### config.mk
export PLATFORM = sky130hd
export DESIGN_NAME = move_input
export DESIGN_NICKNAME = d
export VERILOG_FILES = /design/src/rtl/pbs_pkg.sv /design/src/rtl/key_debounce.sv /design/src/rtl/move_input.sv
export SDC_FILE = /design/constraint.sdc
export NUM_CORES = 1
export LEC_CHECK = 0
export CAP_MARGIN = 15
export CORE_MARGIN = 8
export CORE_UTILIZATION = 43
export CTS_BUF_LIST = sky130_fd_sc_hd__clkbuf_8
export CTS_CLUSTER_DIAMETER = 100
export DETAILED_ROUTE_END_ITERATION = 8
export PLACE_DENSITY = 0.69
export SLEW_MARGIN = 20
export SYNTH_ARGS = -nofsm -noshare
export SYNTH_HDL_FRONTEND = slang
export SYNTH_SLANG_ARGS = --single-unit
### constraint.sdc
create_clock -name clk -period 3.93 [get_ports clk]
set_clock_uncertainty 0.2 [all_clocks]
set_input_delay 1.179 -clock clk [delete_from_list [all_inputs] [get_ports clk]]
set_output_delay 1.179 -clock clk [all_outputs]
set_load 0.005 [all_outputs]
### src/rtl/pbs_pkg.sv
// Shared battle-system definitions: move encodings and the player-input FSM state type.
package pbs_pkg;

  localparam logic [1:0] MOVE_TACKLE = 2'b00;
  localparam logic [1:0] MOVE_EMBER  = 2'b01;
  localparam logic [1:0] MOVE_SURF   = 2'b10;
  localparam logic [1:0] MOVE_LEECH  = 2'b11;

  typedef enum logic [1:0] {
    IDLE         = 2'b00,
    HOLD         = 2'b01,
    WAIT_RELEASE = 2'b10
  } state_t;

endpackage

### src/rtl/key_debounce.sv
// Two-flop synchroniser and counter debouncer for an active-low key; emits registered
// press/release pulses one cycle after the debounced level flips, plus the pressed level.
module key_debounce #(
  parameter int DEBOUNCE_CYCLES = 16
) (
  input  logic clk,
  input  logic reset_n,
  input  logic key_n_i,
  output logic press_o,
  output logic release_o,
  output logic pressed_o
);

  localparam int CNT_W = $clog2(DEBOUNCE_CYCLES) + 1;
  localparam logic [CNT_W-1:0] CNT_LAST = CNT_W'(DEBOUNCE_CYCLES - 1);

  logic             sync1_q, sync2_q;
  logic             level_q, level_d;
  logic [CNT_W-1:0] cnt_q, cnt_d;
  logic             press_q, press_d;
  logic             release_q, release_d;
  logic             differ, flip;

  always_comb begin
    differ    = (sync2_q != level_q);
    flip      = differ && (cnt_q == CNT_LAST);
    cnt_d     = '0;
    level_d   = level_q;
    press_d   = 1'b0;
    release_d = 1'b0;
    if (flip) begin
      level_d   = sync2_q;
      press_d   = ~sync2_q;
      release_d = sync2_q;
    end else if (differ) begin
      cnt_d = cnt_q + CNT_W'(1);
    end
  end

  // Reset models a released key so no spurious press follows reset.
  always_ff @(posedge clk or negedge reset_n) begin
    if (!reset_n) begin
      sync1_q   <= 1'b1;
      sync2_q   <= 1'b1;
      level_q   <= 1'b1;
      cnt_q     <= '0;
      press_q   <= 1'b0;
      release_q <= 1'b0;
    end else begin
      sync1_q   <= key_n_i;
      sync2_q   <= sync1_q;
      level_q   <= level_d;
      cnt_q     <= cnt_d;
      press_q   <= press_d;
      release_q <= release_d;
    end
  end

  assign press_o   = press_q;
  assign release_o = release_q;
  assign pressed_o = ~level_q;

endmodule

### src/rtl/move_input.sv
// Player input front end: captures the move select on a debounced key press and offers it
// over valid/ready, locking out further presses until consumed and the key is released.
module move_input
  import pbs_pkg::*;
#(
  parameter int DEBOUNCE_CYCLES = 16
) (
  input  logic       clk,
  input  logic       reset_n,
  input  logic       key_n,
  input  logic [1:0] move_sel,
  input  logic       enable,
  output logic [1:0] move,
  output logic       move_valid,
  input  logic       move_ready,
  output logic       rejected,
  output logic       pending
);

  logic       press, rel, pressed;
  state_t     state_q, state_d;
  logic [1:0] move_q, move_d;
  logic       rejected_q, rejected_d;

  key_debounce #(
    .DEBOUNCE_CYCLES(DEBOUNCE_CYCLES)
  ) u_key_debounce (
    .clk      (clk),
    .reset_n  (reset_n),
    .key_n_i  (key_n),
    .press_o  (press),
    .release_o(rel),
    .pressed_o(pressed)
  );

  always_comb begin
    state_d    = state_q;
    move_d     = move_q;
    rejected_d = 1'b0;
    unique case (state_q)
      IDLE: begin
        if (press) begin
          if (enable) begin
            move_d  = move_sel;
            state_d = HOLD;
          end else begin
            rejected_d = 1'b1;
          end
        end
      end
      HOLD: begin
        // A second press can only come from a release/re-press while the move is unclaimed.
        if (press) rejected_d = 1'b1;
        if (move_ready) state_d = pressed ? WAIT_RELEASE : IDLE;
      end
      WAIT_RELEASE: begin
        if (rel) state_d = IDLE;
      end
      default: state_d = IDLE;
    endcase
  end

  always_ff @(posedge clk or negedge reset_n) begin
    if (!reset_n) begin
      state_q    <= IDLE;
      move_q     <= MOVE_TACKLE;
      rejected_q <= 1'b0;
    end else begin
      state_q    <= state_d;
      move_q     <= move_d;
      rejected_q <= rejected_d;
    end
  end

  assign move       = move_q;
  assign move_valid = (state_q == HOLD);
  assign pending    = (state_q != IDLE);
  assign rejected   = rejected_q;

endmodule

# Word-level counts from Yosys, hierarchy flattened
# Cells that the tools add are included.
[word_totals]
register_bits = 15
inputBits = 7
output_inout_bits = 5
elab_cells = 38
[op_classes]
addsub = 1
n_eq_ne = 8
mux = 14
bitwise_logic = 1
n_reduce_logical = 5
[op_table]
columns = ["operator", "count"]
rows = [
  ["$mux W2", 5],
  ["$mux W5", 2],
  ["$ne A2 B1 Y1 const B", 3],
  ["$pmux W2 S3", 1],
  ["$add A5 B1 Y5 const B", 1],
  ["$eq A5 B4 Y1 const B", 1],
  ["$mux W1", 5],
  ["$reduce_and A4 Y1", 1],
  ["$reduce_and A3 Y1", 1],
  ["$eq A2 B1 Y1 const B", 1],
  ["$eq A2 B2 Y1 const B", 1],
  ["$logic_not A2 Y1", 1],
  ["$ne A2 B2 Y1 const B", 1],
  ["$pmux W1 S2", 1],
  ["$reduce_bool A2 Y1", 1],
  ["$logic_and A1 B1 Y1", 1],
  ["$ne A1 B1 Y1", 1],
  ["$not A1 Y1", 1],
]

# Logic depth before layout (Yosys ltp)
# Gate-level depths: netlist of run 1.
[logic_depth]
ltp_word = 3
depth_mapped = 5
mapped_depth_nobuf = 5

# Cells and area by module
# A second synthesis of run 1 with hierarchy kept.
[unflattened]
cells_unflattened = 47
area_unflattened_um2 = 598.1
[by_module_without_submodules]
columns = ["mod", "instances", "cells_per_inst", "area_each_um2", "seq_area_each_um2"]
rows = [
  ["key_debounce", 1, 30, 372.9, 254.0],
  ["move_input", 1, 17, 225.2, 125.1],
]

# Worst setup path after synthesis of run 1
# OpenSTA, ideal clock, no wires.
[synth_timing]
path_kind = "input to register"
from = "in enable"
to = "reg move_q[0] (netlist: move[0])"
setup_time_ns = 0.125
arrival_time_ns = 1.822
t_required_ns = 3.605
path_slack_ns = 1.783
path_stages = 3
n_path_buf = 0
path_cell_list = "nor2b_2 > and3b_4 > mux2_4"
[synth_via]
elab_chain_len = 1
[synth_lines]
columns = ["element", "line", "text"]
rows = [
  ["start: declaration", "move_input.sv:12", "input logic enable,"],
  ["$reduce_and A3 Y1 (no source line)", "-", ""],
  ["end signal: assignment", "move_input.sv:70", "move_q <= move_d;"],
  ["end: declaration", "move_input.sv:22", "logic [1:0] move_q, move_d;"],
]
# Every way passes these cells.
# A chain may end at the register's enable or synchronous reset.

# Final worst setup path of run 1
[layout_timing]
from = "reg state_q[1]"
to = "out pending"
[layout_via]
elab_chain_len = 1
[layout_lines]
columns = ["element", "line", "text"]
rows = [
  ["start: declaration", "move_input.sv:21", "state_t state_q, state_d;"],
  ["start signal: assignment", "move_input.sv:69", "state_q <= state_d;"],
  ["$reduce_bool A2 Y1", "move_input.sv:77", "assign pending = (state_q != IDLE);"],
  ["end: declaration", "move_input.sv:17", "output logic pending"],
]
# Every way passes these cells.

==> insert_results.sql, run 1 <==
INSERT INTO impl_metrics (metric_group, metric, value, unit) VALUES
('yosys', 'synth-warning-count', '0', ''),
('run', 'max_cap_violations', '0', ''),
('sta', 'slew-limit-headroom', '0.570', ''),
('yosys', 'syn-cell-area', '598', 'µm²'),
('routing', 'post_drt_wl_per_cell', '12.2', 'µm'),
('sta', 'finalHoldWorstSlack', '0.156', 'ns'),
('grt', 'grt_util_all_layers', '0.0781', ''),
('clock_tree', 'cts_buffer_depth', '2', ''),
('sta', 'tightestPinTransition', '0.643', 'ns'),
('sta', 'period_share', '0.710', ''),
('routing', 'route.detailed.vias_per_inst', '4.96', ''),
('pwr', 'design_power_total', '292', 'µW'),
('yosys', 'synth.mux.area_fraction', '0.0502', ''),
('setup_path', 'crit_fanout', '6', ''),
('yosys', 'synthesis.nets', '56', ''),
('pwr', 'power.density', '378', 'mW/mm²'),
('cells_and_area', 'finalNetCount', '72', ''),
('clock_tree', 'clock_latency', '0.24', 'ns'),
('setup_path', 'critical_path.endpoint_type', 'output pin', ''),
('place', 'dpl.cell_count', '73', ''),
('status', 'status', 'complete, no violations', ''),
('routing', 'wl', '942', 'µm'),
('routing', 'firstDrtPassIters', '1', ''),
('yosys', 'yosysUniqueCellTypes', '20', ''),
('grt', 'wire_length_of_the_first_global_routing_pass', '1.59', 'mm'),
('floorplanning', 'design.portCount', '12', ''),
('setup_path', 'critical-path-max-stage-delay', '0.45', 'ns'),
('sta', 'setup_violations', '0', ''),
('sta', 'achievable-frequency', '0.359', 'GHz'),
('routing', 'antenna_left', '0', ''),
('worst_hold_path', 'holdCritPathClass', 'reg2reg', ''),
('setup_path', 'crit_arrival', '1.41', 'ns'),
('setup_path', 'timing.setup.critical_path_class', 'reg2out', ''),
('place', 'place.port_buffers', '11', ''),
('clock_tree', 'cts-htree-levels', '1', ''),
('yosys', 'synth_simple_gate_area_share', '0.178', ''),
('clock_tree', 'post_cts_resize_count', '0', ''),
('place', 'post-place-ws', '1.26', 'ns'),
('pwr', 'power.ir.vdd_worst', '0.000246', 'V'),
('setup_path', 'path_delay_family', 'buffers and inverters', ''),
('yosys', 'synth_seq_area_share', '0.634', ''),
('yosys', 'postSynthCellCount', '47', ''),
('setup_path', 'worst_setup_path_start_kind', 'flip-flop', ''),
('clock_tree', 'clkSlewWorstSetupHoldPaths', '0.05', 'ns'),
('clock_tree', 'clock-sinks', '15', ''),
('setup_path', 'timing.critical_path.required', '2.55', 'ns'),
('floorplanning', 'start_util', '0.460', ''),
('place', 'post-dp-hpwl', '723', 'µm'),
('floorplanning', 'rows', '13', ''),
('sta', 'setup_tns', '0', 'ns'),
('grt', 'antenna_found_initial', '0', ''),
('clock_tree', 'cts_tree', 'yes', ''),
('sta', 'final-hold-violation-count', '0', ''),
('cells_and_area', 'layout-drive-gt1-share', '0.177', ''),
('grt', 'grt_pass1_vias', '375', ''),
('floorplanning', 'die-height', '53.3', 'µm'),
('sta', 'grt_setup_unrepaired', 'false', ''),
('cells_and_area', 'top_library_cells_by_usage_in_the_layout_fill_and_taps_aside', 'sky130_fd_sc_hd__dfrtp_1 (12), sky130_fd_sc_hd__clkdlybuf4s50_1 (11), sky130_fd_sc_hd__nor2_1 (8), sky130_fd_sc_hd__inv_1 (4)', ''),
('clock_tree', 'cts_hold_repair.buffers', '0', ''),
('setup_path', 'critPathBufInv', '1', ''),
('cells_and_area', 'layout.filler_cells', '116', ''),
('cells_and_area', 'regArea', '379', 'µm²'),
('clock_tree', 'numCtsBuffers', '3', ''),
('sta', 'slew_violations', '0', ''),
('clock_tree', 'cts.repair_timing.setup_buffer_count', '0', ''),
('setup_path', 'crit_path_top_delay_cell', 'sky130_fd_sc_hd__clkdlybuf4s50_1', ''),
('setup_path', 'worstPathCellList', 'or2_2, clkdlybuf4s50_1', ''),
('routing', 'vias', '382', ''),
('sta', 'period_minus_slack', '2.79', 'ns'),
('cells_and_area', 'fin_cells', '77', ''),
('floorplanning', 'die_x', '53.3', 'µm');
cells in the mapped netlist:
master | number | area share
sky130_fd_sc_hd__nor2_1 | 8 | 0.050
sky130_fd_sc_hd__a21oi_1 | 1 | 0.0084
sky130_fd_sc_hd__nor3b_1 | 2 | 0.025
sky130_fd_sc_hd__and3b_4 | 1 | 0.021
sky130_fd_sc_hd__nand2_1 | 1 | 0.0063
sky130_fd_sc_hd__dfstp_2 | 3 | 0.13
sky130_fd_sc_hd__xnor2_1 | 1 | 0.015
sky130_fd_sc_hd__inv_1 | 3 | 0.019
sky130_fd_sc_hd__nor2b_2 | 1 | 0.015
sky130_fd_sc_hd__xor2_1 | 2 | 0.029
sky130_fd_sc_hd__dfrtp_1 | 12 | 0.50
sky130_fd_sc_hd__ha_1 | 2 | 0.042
sky130_fd_sc_hd__nand3_1 | 1 | 0.0084
sky130_fd_sc_hd__and3_1 | 1 | 0.010
sky130_fd_sc_hd__o21ai_0 | 1 | 0.0084
sky130_fd_sc_hd__mux2_4 | 2 | 0.050
sky130_fd_sc_hd__nand2b_1 | 1 | 0.010
sky130_fd_sc_hd__or2_2 | 1 | 0.010
sky130_fd_sc_hd__nor2b_1 | 2 | 0.021
sky130_fd_sc_hd__a32o_1 | 1 | 0.017
cells by family (layout without fill, tap and decap cells):
family / count (synthesis) / after routing
DFF: 15 / 15
buffers and inverters: 3 / 18
muxes: 2 / 2
and+or+nand+nor: 19 / 19
AOI/OAI and AO/OA: 3 / 3
adders and majority gates: 2 / 2
xor gates and xnor gates: 3 / 3
per-layer routing:
metal / track usage / vias up / wire, µm
met5: 0 / - / 0
met4: 0.0504 / 0 / 6
met3: 0.0392 / 2 / 97
met2: 0.125 / 11 / 413
met1: 0.0786 / 185 / 424
li1: - / 184 / -
layout make-up:
cell class	instances	area share
timing repair buffer	11	0.143
clock buffer	3	0.0535
sequential	15	0.491
inverter	3	0.0146
multi-input combinational	29	0.269
clock inverter	1	0.00486
tap	15	0.0243
registers in the layout, summed over array words and instances, names as in the netlist:
signal	flops
u_key_debounce.cnt_q	5
u_key_debounce.release_o	1
u_key_debounce.level_q	1
u_key_debounce.sync1_q	1
u_key_debounce.press_o	1
move	2
rejected	1
u_key_debounce.sync2_q	1
state_q	2
path summary, 6_finish.rpt:
check	slack [ns]	to	startpoint	depth (start not counted)
setup reg to reg	2.30	u_key_debounce.cnt_q[3]$_DFF_PN0_	u_key_debounce.cnt_q[0]$_DFF_PN0_	5
hold / removal	0.16	u_key_debounce.sync2_q$_DFF_PN1_	u_key_debounce.sync1_q$_DFF_PN1_	0
max in group asynchronous	1.98	u_key_debounce.release_o$_DFF_PN0_	reset_n	1
setup / recovery	1.14	pending	state_q[1]$_DFFE_PN0P_	2
min in group asynchronous	1.14	u_key_debounce.cnt_q[1]$_DFF_PN0_	reset_n	1
hold reg to reg	0.16	u_key_debounce.sync2_q$_DFF_PN1_	u_key_debounce.sync1_q$_DFF_PN1_	0
where the power goes:
| group | total (mW) | leakage, nW | switching (mW) | internal (mW) |
|---|---|---|---|---|
| registers | 0.161 | 0.196 | 0.00237 | 0.159 |
| clock network | 0.115 | 0.0269 | 0.0463 | 0.0688 |
| logic | 0.0150 | 0.140 | 0.00683 | 0.00816 |
| total | 0.292 | 0.364 | 0.0555 | 0.236 |
Note: power is estimated with default switching activity, not from simulation.
==> run 2: changes to the inputs <==
==> constraint.sdc (replaced) <==
create_clock -name clk -period 2.88 [get_ports clk]
set_clock_uncertainty 0.2 [all_clocks]
set_input_delay 0.864 -clock clk [delete_from_list [all_inputs] [get_ports clk]]
set_output_delay 0.864 -clock clk [all_outputs]
set_load 0.005 [all_outputs]
==> results of run 2 <==
Same layout as run 1 (identical final DEF). Status: complete, no violations.
Main changes from that run: setup slack after placement 1.26 ns -> 0.530 ns; setup slack after layout 1.14 ns -> 0.406 ns; register-to-register setup slack 2.30 ns -> 1.25 ns; total power 0.292 mW -> 0.398 mW; worst IR drop on VDD 0.000246 V -> 0.000335 V
